`config.mk`:
```
export PLATFORM = sky130hd
export DESIGN_NAME = gcd_host_sequencer
export DESIGN_NICKNAME = d
export VERILOG_FILES = /design/src/rtl/gcd_host_sequencer.sv
export SDC_FILE = /design/constraint.sdc
export NUM_CORES = 1
export LEC_CHECK = 0
export BUFFER_PORTS_ARGS = -buffer_cell sky130_fd_sc_hd__buf_2
export CAP_MARGIN = 20
export CORE_ASPECT_RATIO = 1.25
export CORE_MARGIN = 4
export CORE_UTILIZATION = 48
export CTS_CLUSTER_DIAMETER = 30
export DETAILED_ROUTE_END_ITERATION = 8
export PLACE_DENSITY = 0.76
export SLEW_MARGIN = 20
export SYNTH_ARGS = -nofsm -noshare
export SYNTH_HDL_FRONTEND = slang
export SYNTH_SLANG_ARGS = --single-unit
```
`constraint.sdc`:
```
create_clock -name clock -period 2.21 [get_ports clock]
set_clock_uncertainty 0.1 [all_clocks]
set_input_delay 0.1105 -clock clock [delete_from_list [all_inputs] [get_ports clock]]
set_output_delay 0.1105 -clock clock [all_outputs]
set_load 0.01 [all_outputs]
```
`src/rtl/gcd_host_sequencer.sv`:
```
// Host-side sequencer for the subtractive GCD engine.
// Serialises operands, waits for done with a timeout, then clears the engine.
module gcd_host_sequencer #(
  parameter int WIDTH        = 16,
  parameter int TIMEOUT      = 1024,
  parameter int CLEAR_CYCLES = 2
) (
  input  logic             clock,
  input  logic             reset_n,
  input  logic             req_valid,
  output logic             req_ready,
  input  logic [WIDTH-1:0] req_a,
  input  logic [WIDTH-1:0] req_b,
  output logic             rsp_valid,
  input  logic             rsp_ready,
  output logic [WIDTH-1:0] rsp_gcd,
  output logic             rsp_timeout,
  output logic             eng_start,
  output logic [WIDTH-1:0] eng_data,
  input  logic             eng_done,
  input  logic [WIDTH-1:0] eng_result,
  output logic             eng_clear,
  output logic             busy
);

  localparam int WW = $clog2(TIMEOUT);
  localparam int CW = $clog2(CLEAR_CYCLES + 1);

  typedef enum logic [2:0] {
    S_CLEAR, S_IDLE, S_SEND_A, S_SEND_B, S_WAIT, S_RESP
  } state_e;

  state_e           state_q, state_d;
  logic [CW-1:0]    clr_cnt_q, clr_cnt_d;
  logic [WW-1:0]    wait_cnt_q, wait_cnt_d;
  logic [WIDTH-1:0] op_b_q, op_b_d;
  logic [WIDTH-1:0] op_a;
  logic             used_q, used_d;
  logic             req_ready_q, req_ready_d;
  logic             rsp_valid_q, rsp_valid_d;
  logic [WIDTH-1:0] rsp_gcd_q, rsp_gcd_d;
  logic             rsp_timeout_q, rsp_timeout_d;
  logic             eng_start_q, eng_start_d;
  logic [WIDTH-1:0] eng_data_q, eng_data_d;
  logic             eng_clear_q, eng_clear_d;
  logic             busy_q, busy_d;

  always_comb begin
    state_d       = state_q;
    clr_cnt_d     = clr_cnt_q;
    wait_cnt_d    = wait_cnt_q;
    op_b_d        = op_b_q;
    op_a          = '0;
    used_d        = used_q;
    rsp_gcd_d     = rsp_gcd_q;
    rsp_timeout_d = rsp_timeout_q;
    unique case (state_q)
      S_CLEAR: begin
        if (clr_cnt_q == CW'(CLEAR_CYCLES - 1)) begin
          state_d   = S_IDLE;
          clr_cnt_d = '0;
        end else begin
          clr_cnt_d = clr_cnt_q + CW'(1);
        end
      end
      S_IDLE: begin
        if (req_valid && req_ready_q) begin
          op_a   = req_a;
          op_b_d = req_b;
          // A zero operand would never terminate the subtractive engine.
          if (req_a == '0 || req_b == '0) begin
            state_d       = S_RESP;
            rsp_gcd_d     = req_a | req_b;
            rsp_timeout_d = 1'b0;
            used_d        = 1'b0;
          end else begin
            state_d = S_SEND_A;
            used_d  = 1'b1;
          end
        end
      end
      S_SEND_A: state_d = S_SEND_B;
      S_SEND_B: begin
        state_d    = S_WAIT;
        wait_cnt_d = '0;
      end
      S_WAIT: begin
        if (eng_done) begin
          state_d       = S_RESP;
          rsp_gcd_d     = eng_result;
          rsp_timeout_d = 1'b0;
        end else if (wait_cnt_q == WW'(TIMEOUT - 1)) begin
          state_d       = S_RESP;
          rsp_gcd_d     = '0;
          rsp_timeout_d = 1'b1;
        end else begin
          wait_cnt_d = wait_cnt_q + WW'(1);
        end
      end
      S_RESP: begin
        if (rsp_ready) begin
          state_d   = used_q ? S_CLEAR : S_IDLE;
          clr_cnt_d = '0;
        end
      end
      default: state_d = S_CLEAR;
    endcase

    req_ready_d = (state_d == S_IDLE);
    rsp_valid_d = (state_d == S_RESP);
    eng_start_d = (state_d == S_SEND_A);
    eng_clear_d = (state_d == S_CLEAR);
    busy_d      = (state_d != S_IDLE);
    eng_data_d  = (state_d == S_SEND_A) ? op_a :
                  (state_d == S_SEND_B) ? op_b_q : '0;
  end

  always_ff @(posedge clock or negedge reset_n) begin
    if (!reset_n) begin
      state_q       <= S_CLEAR;
      clr_cnt_q     <= '0;
      wait_cnt_q    <= '0;
      op_b_q        <= '0;
      used_q        <= 1'b0;
      req_ready_q   <= 1'b0;
      rsp_valid_q   <= 1'b0;
      rsp_gcd_q     <= '0;
      rsp_timeout_q <= 1'b0;
      eng_start_q   <= 1'b0;
      eng_data_q    <= '0;
      eng_clear_q   <= 1'b1;
      busy_q        <= 1'b1;
    end else begin
      state_q       <= state_d;
      clr_cnt_q     <= clr_cnt_d;
      wait_cnt_q    <= wait_cnt_d;
      op_b_q        <= op_b_d;
      used_q        <= used_d;
      req_ready_q   <= req_ready_d;
      rsp_valid_q   <= rsp_valid_d;
      rsp_gcd_q     <= rsp_gcd_d;
      rsp_timeout_q <= rsp_timeout_d;
      eng_start_q   <= eng_start_d;
      eng_data_q    <= eng_data_d;
      eng_clear_q   <= eng_clear_d;
      busy_q        <= busy_d;
    end
  end

  assign req_ready   = req_ready_q;
  assign rsp_valid   = rsp_valid_q;
  assign rsp_gcd     = rsp_gcd_q;
  assign rsp_timeout = rsp_timeout_q;
  assign eng_start   = eng_start_q;
  assign eng_data    = eng_data_q;
  assign eng_clear   = eng_clear_q;
  assign busy        = busy_q;

endmodule

```
# Word level (Yosys, flattened, before mapping)
# Cells that the tools add are included.
# totals
in_bits,53
ff_bits,70
output_inout_bits,38
wordCells,76
# classes
n_addsub,2
n_mux,29
eq_ne,18
n_reduce_logical,13
bitwise,1
# op_table
operator,n
$mux W16,8
$logic_not A16 Y1,2
$pmux W16 S2,1
$mux W10,2
$pmux W10 S2,1
$mux W3,6
$pmux W3 S6,1
$or A16 B16 Y16,1
$eq A3 B2 Y1 const B,4
$add A10 B1 Y10 const B,1
$eq A10 B10 Y1 const B,1
$ne A2 B2 Y1 const B,5
$eq A3 B3 Y1 const B,3
$eq A3 B1 Y1 const B,2
$logic_not A3 Y1,2
$mux W1,6
$reduce_bool A2 Y1,3
$mux W2,2
$pmux W2 S2,1
$reduce_and A2 Y1,2
$reduce_and A4 Y1,1
$ne A3 B1 Y1 const B,1
$ne A3 B3 Y1 const B,1
$reduce_and A3 Y1,1
other kinds (5),5

# Logic depth before layout (Yosys ltp)
# depth
depth_word,8
mapped_depth,7
ltp_nobuf,5

# Worst setup path after synthesis
# No wires, ideal clock.
# synth_path
kind,register -> register
start,register wait_cnt_q[0]
end,register wait_cnt_q[8]
slack_ns,0.143
required_time_ns,1.990
arrival_ns,1.848
path_stages_with_launch,7
cell_sequence,dfrtp_1 -> ha_1 -> and4_1 -> a311o_4 -> buf_2 -> o211a_1 -> a31o_1
# synth_between
elab_chain_len,4
elab_cells_between_ends,7
cone_classes,1 x add/sub; 2 x eq/ne; 3 x mux; 1 x reduce/logical
# synth_lines
item,line_no,rtl
from (decl),35,"logic [WW-1:0] wait_cnt_q, wait_cnt_d;"
from (signal assigned),136,wait_cnt_q <= wait_cnt_d;
$add A10 B1 Y10,97,wait_cnt_d = wait_cnt_q + WW'(1);
$mux W10,92,end else if (wait_cnt_q == WW'(TIMEOUT - 1)) begin
$mux W10,88,if (eng_done) begin
$pmux W10 S2,57,unique case (state_q)
# Several ways; a longest one is shown, not always the timed one. The select of a mux whose other input is x is not followed.
# A chain may end at the register's enable or synchronous reset.

# Worst setup path after layout
# layout_path
start,register state_q[1]
end,register eng_data_q[13] (netlist: eng_data[13])
# layout_between
elab_chain_len,6
elab_cells_between_ends,17
cone_classes,7 x eq/ne; 9 x mux; 1 x reduce/logical
# layout_lines
item,line_no,rtl
from (decl),33,"state_e state_q, state_d;"
from (signal assigned),134,state_q <= state_d;
$mux W3,92,
$mux W3,88,
$pmux W3 S6,57,
$eq A3 B2 Y1,115,(state_d == S_SEND_B) ? op_b_q : '0;
$mux W16,115,
$mux W16 *,114,eng_data_d = (state_d == S_SEND_A) ? op_a :
via eng_data_d[13],44,"logic [WIDTH-1:0] eng_data_q, eng_data_d;"
to (signal assigned),144,eng_data_q <= eng_data_d;
to (decl),44,
# The timed path passes the listed nets; every way through them passes the cells marked *.

==> impl_metrics.env <==
export IMPL_dieArea_um2=8700
export IMPL_cp_required_ns=2.39
export IMPL_grt_remaining_overflow=0
export IMPL_synth_edf_count=0
export IMPL_clk_insertion_delay_late_ns=0.34
export IMPL_ant_nets=0
export IMPL_postSynthCellCount=343
export IMPL_route_detailed_drc=0
export IMPL_grt_pass1_wl_mm=16.6
export IMPL_status="completed"
export IMPL_avgRoutedWirePerCell_um=17.7
export IMPL_synth_most_common_cell="dfrtp_1"
export IMPL_synth_warnings=0
export IMPL_synth_cells_most_frequent="dfrtp_1 (68), nor2_1 (38), nand3_1 (25)"
export IMPL_power_mw=5.21
export IMPL_nets=536
export IMPL_dr_first_iter_drc_count=167
export IMPL_drv_cap=0
export IMPL_hold_end="eng_clear"
export IMPL_port_buffers=90
export IMPL_dieHeight_um=103
export IMPL_yosys_top_cells_area="dfrtp_1 (49%), mux2_2 (5.2%), o211ai_1 (4.3%)"
export IMPL_track_usage_pct=24.2
export IMPL_crit_chain="nand2b_1, or3_1, nor3_4, a22o_1"
export IMPL_synth_top_cell_area_share_pct=48.8
export IMPL_syn_mean_instance_area_um2=10.2
export IMPL_antenna_found_initial=1
export IMPL_peakVddDrop_mv=0.570
export IMPL_rsz0062_at_grt="false"
export IMPL_cts_tree="built"
export IMPL_synth_nets=397
export IMPL_ctsLongestPathBuffers=2
export IMPL_reg2reg_to="eng_data[13]"
export IMPL_reg2reg_from="state_q[1]"
export IMPL_vias=3430
export IMPL_critPathBufInv=0
export IMPL_wirelength_mm=10.3
export IMPL_synth_area_um2=3490
export IMPL_cts_buffers=9
export IMPL_max_stage_delay_ns=0.68
export IMPL_critPathLaunchType="flip-flop"
export IMPL_cts_num_sinks=70
export IMPL_nFillCells=521
export IMPL_vias_per_cell=5.93
export IMPL_cp_end_kind="flip-flop"
export IMPL_holdWs_ns=0.0797
export IMPL_ys_ff_latch=70
export IMPL_drtPass1Iterations=4
export IMPL_path_class="flip-flop to flip-flop"
export IMPL_root_buffer="clkbuf_8"
export IMPL_holdPathStages=3
export IMPL_leakagePower_nw=2.27
export IMPL_ys_seq_area_share_pct=50.3
export IMPL_path_clk_slew_ns=0.08
export IMPL_hp_start="req_valid"
export IMPL_r2r_slack_ns=0.1
export IMPL_tightestPinTransition_ns=0.804
export IMPL_hp_class="primary input to flip-flop"
export IMPL_drive_above_1_share_pct=31.0
export IMPL_core_area_um2=7020
export IMPL_dp_hpwl_mm=6.70
export IMPL_ys_types=43
export IMPL_slew_violations=0
export IMPL_report_final_hold_viol_count=0
export IMPL_setup_viol=0
export IMPL_fp_row_count=34
export IMPL_tns_ns=0
export IMPL_grt_pass1_vias=3360
export IMPL_cts_resized=0
export IMPL_power_density_nw_per_um2=1080
export IMPL_gp_congestion=0.851
export IMPL_grt_max_degree=71
export IMPL_layout_min_cycle_time_ns=2.11
export IMPL_arrival_ns=2.29
export IMPL_utilization_pct=68.7
export IMPL_timing_fmax_mhz=474
export IMPL_synthFlopType="dfrtp_1"
export IMPL_io_pins=91
export IMPL_die_w_um=84.3
export IMPL_h_tree_depth=3
export IMPL_maxSlewHeadroom_pct=46.2
export IMPL_worst_path_dominant_cell_family="simple AND/OR/NAND/NOR gates"
export IMPL_initial_core_util_pct=49.7
export IMPL_reg2regPathDepth=4
export IMPL_synth_area_leader_cell="dfrtp_1"
export IMPL_synthArstFlopShare_pct=100
export IMPL_critPathMaxFanout=19
export IMPL_area_delta_synth_final_pct=38.2
export IMPL_min_period_over_period_pct=95.5
export IMPL_crit_slowest_cell="nor3_4"
==> metrics by stage <==
| stage | worst slack (ns) | instance area, um^2 | cells |
|---|---|---|---|
| after floorplan | 0.143 | 3490 | 343 |
| after global placement | 0.129 | 4110 | 512 |
| after detailed placement | 0.0759 | 4110 | 512 |
| after CTS | 0.0570 | 4820 | 577 |
| after global routing | 0.0295 | 4820 | 578 |
| final | 0.0998 | 4820 | 578 |
==> routing by layer <==
metal / share of wire [%] / vias to the layer above / global-route usage (%)
li1: - / 1578 / -
met1: 38 / 1679 / 27.8
met2: 53 / 146 / 44.2
met3: 5.5 / 27 / 4.28
met4: 3.5 / 0 / 11.4
met5: 0 / - / 0
==> tightest hold or removal path: cells and delay by family <==
| family | cells | cell delay [ns] |
|---|---|---|
| compound gates | 2 | 0.30 |
| buf+inv | 1 | 0.11 |
==> flip-flops by register name, indices dropped and copies added, names as in the netlist <==
| register | flops |
|---|---|
| eng_data | 16 |
| op_b_q | 16 |
| rsp_gcd | 16 |
| wait_cnt_q | 10 |
| state_q | 3 |
| clr_cnt_q | 2 |
| busy | 1 |
| eng_clear | 1 |
| eng_start | 1 |
| req_ready | 1 |
| rsp_timeout | 1 |
| rsp_valid | 1 |
| used_q | 1 |
==> area by class of cell <==
| cell class | instances | area [um^2] | area share [%] |
|---|---|---|---|
| flip-flops and latches | 70 | 1750 | 36.4 |
| diodes | 1 | 2.50 | 0.0519 |
| repair buffers | 159 | 1120 | 23.1 |
| multi-input cells | 242 | 1620 | 33.5 |
| clock inverters | 6 | 93.8 | 1.95 |
| well taps | 90 | 113 | 2.34 |
| clock buffers | 10 | 128 | 2.65 |
==> cells in the final DEF (no fill, tap or decap), types with 3 or more instances in the layout <==
master         netlist  layout
o211ai_1            20      20
a22o_1              16      16
or4_1                4       4
and4_1               5       5
dfrtp_1             68      68
nand2b_1             3       3
mux2_2              16      16
nand2_1             15      15
buf_2                7      90
o21ai_0             19      19
buf_4                0      18
nand3_1             25      25
or2_2                3       3
o221ai_1            16      16
a21oi_1              7       7
nor2_1              38      38
clkbuf_8             0       9
dlygate4sd3_1        0      49
and3_1              16      16
nor4_1               8       8
==> cell families after synthesis <==
family,synth area share [%]
and+or+nand+nor,19.5
AOI/OAI and AO/OA,20.5
DFF,50.3
buffers and inverters,3.59
muxes,5.74
adders and majority gates,0.359
==> worst max-delay path by stage <==
stage                     cells past startpoint       endpoint  slack, ns           from
final                                         4   eng_data[13]        0.1     state_q[1]
after global routing                          4   eng_data[12]       0.03     state_q[1]
after CTS                                     5  wait_cnt_q[7]       0.06  wait_cnt_q[1]
after detailed placement                      5  wait_cnt_q[7]       0.08  wait_cnt_q[1]
after global placement                        5  wait_cnt_q[7]       0.13  wait_cnt_q[1]
after floorplan                               6  wait_cnt_q[8]       0.14  wait_cnt_q[0]
==> power breakdown <==
group          switching [mW]  internal, mW
registers               0.322          1.82
clock network           0.499         0.643
logic                   0.997         0.927
total                    1.82          3.39
==> timing repair <==
action / 4_1_cts / 5_1_grt
hold buffers: 49 / 0
setup endpoints to repair: 0 / 2
setup buffers: 0 / 0
hold endpoints to repair: 118 / 0
Power figures use the tool's default switching activity.
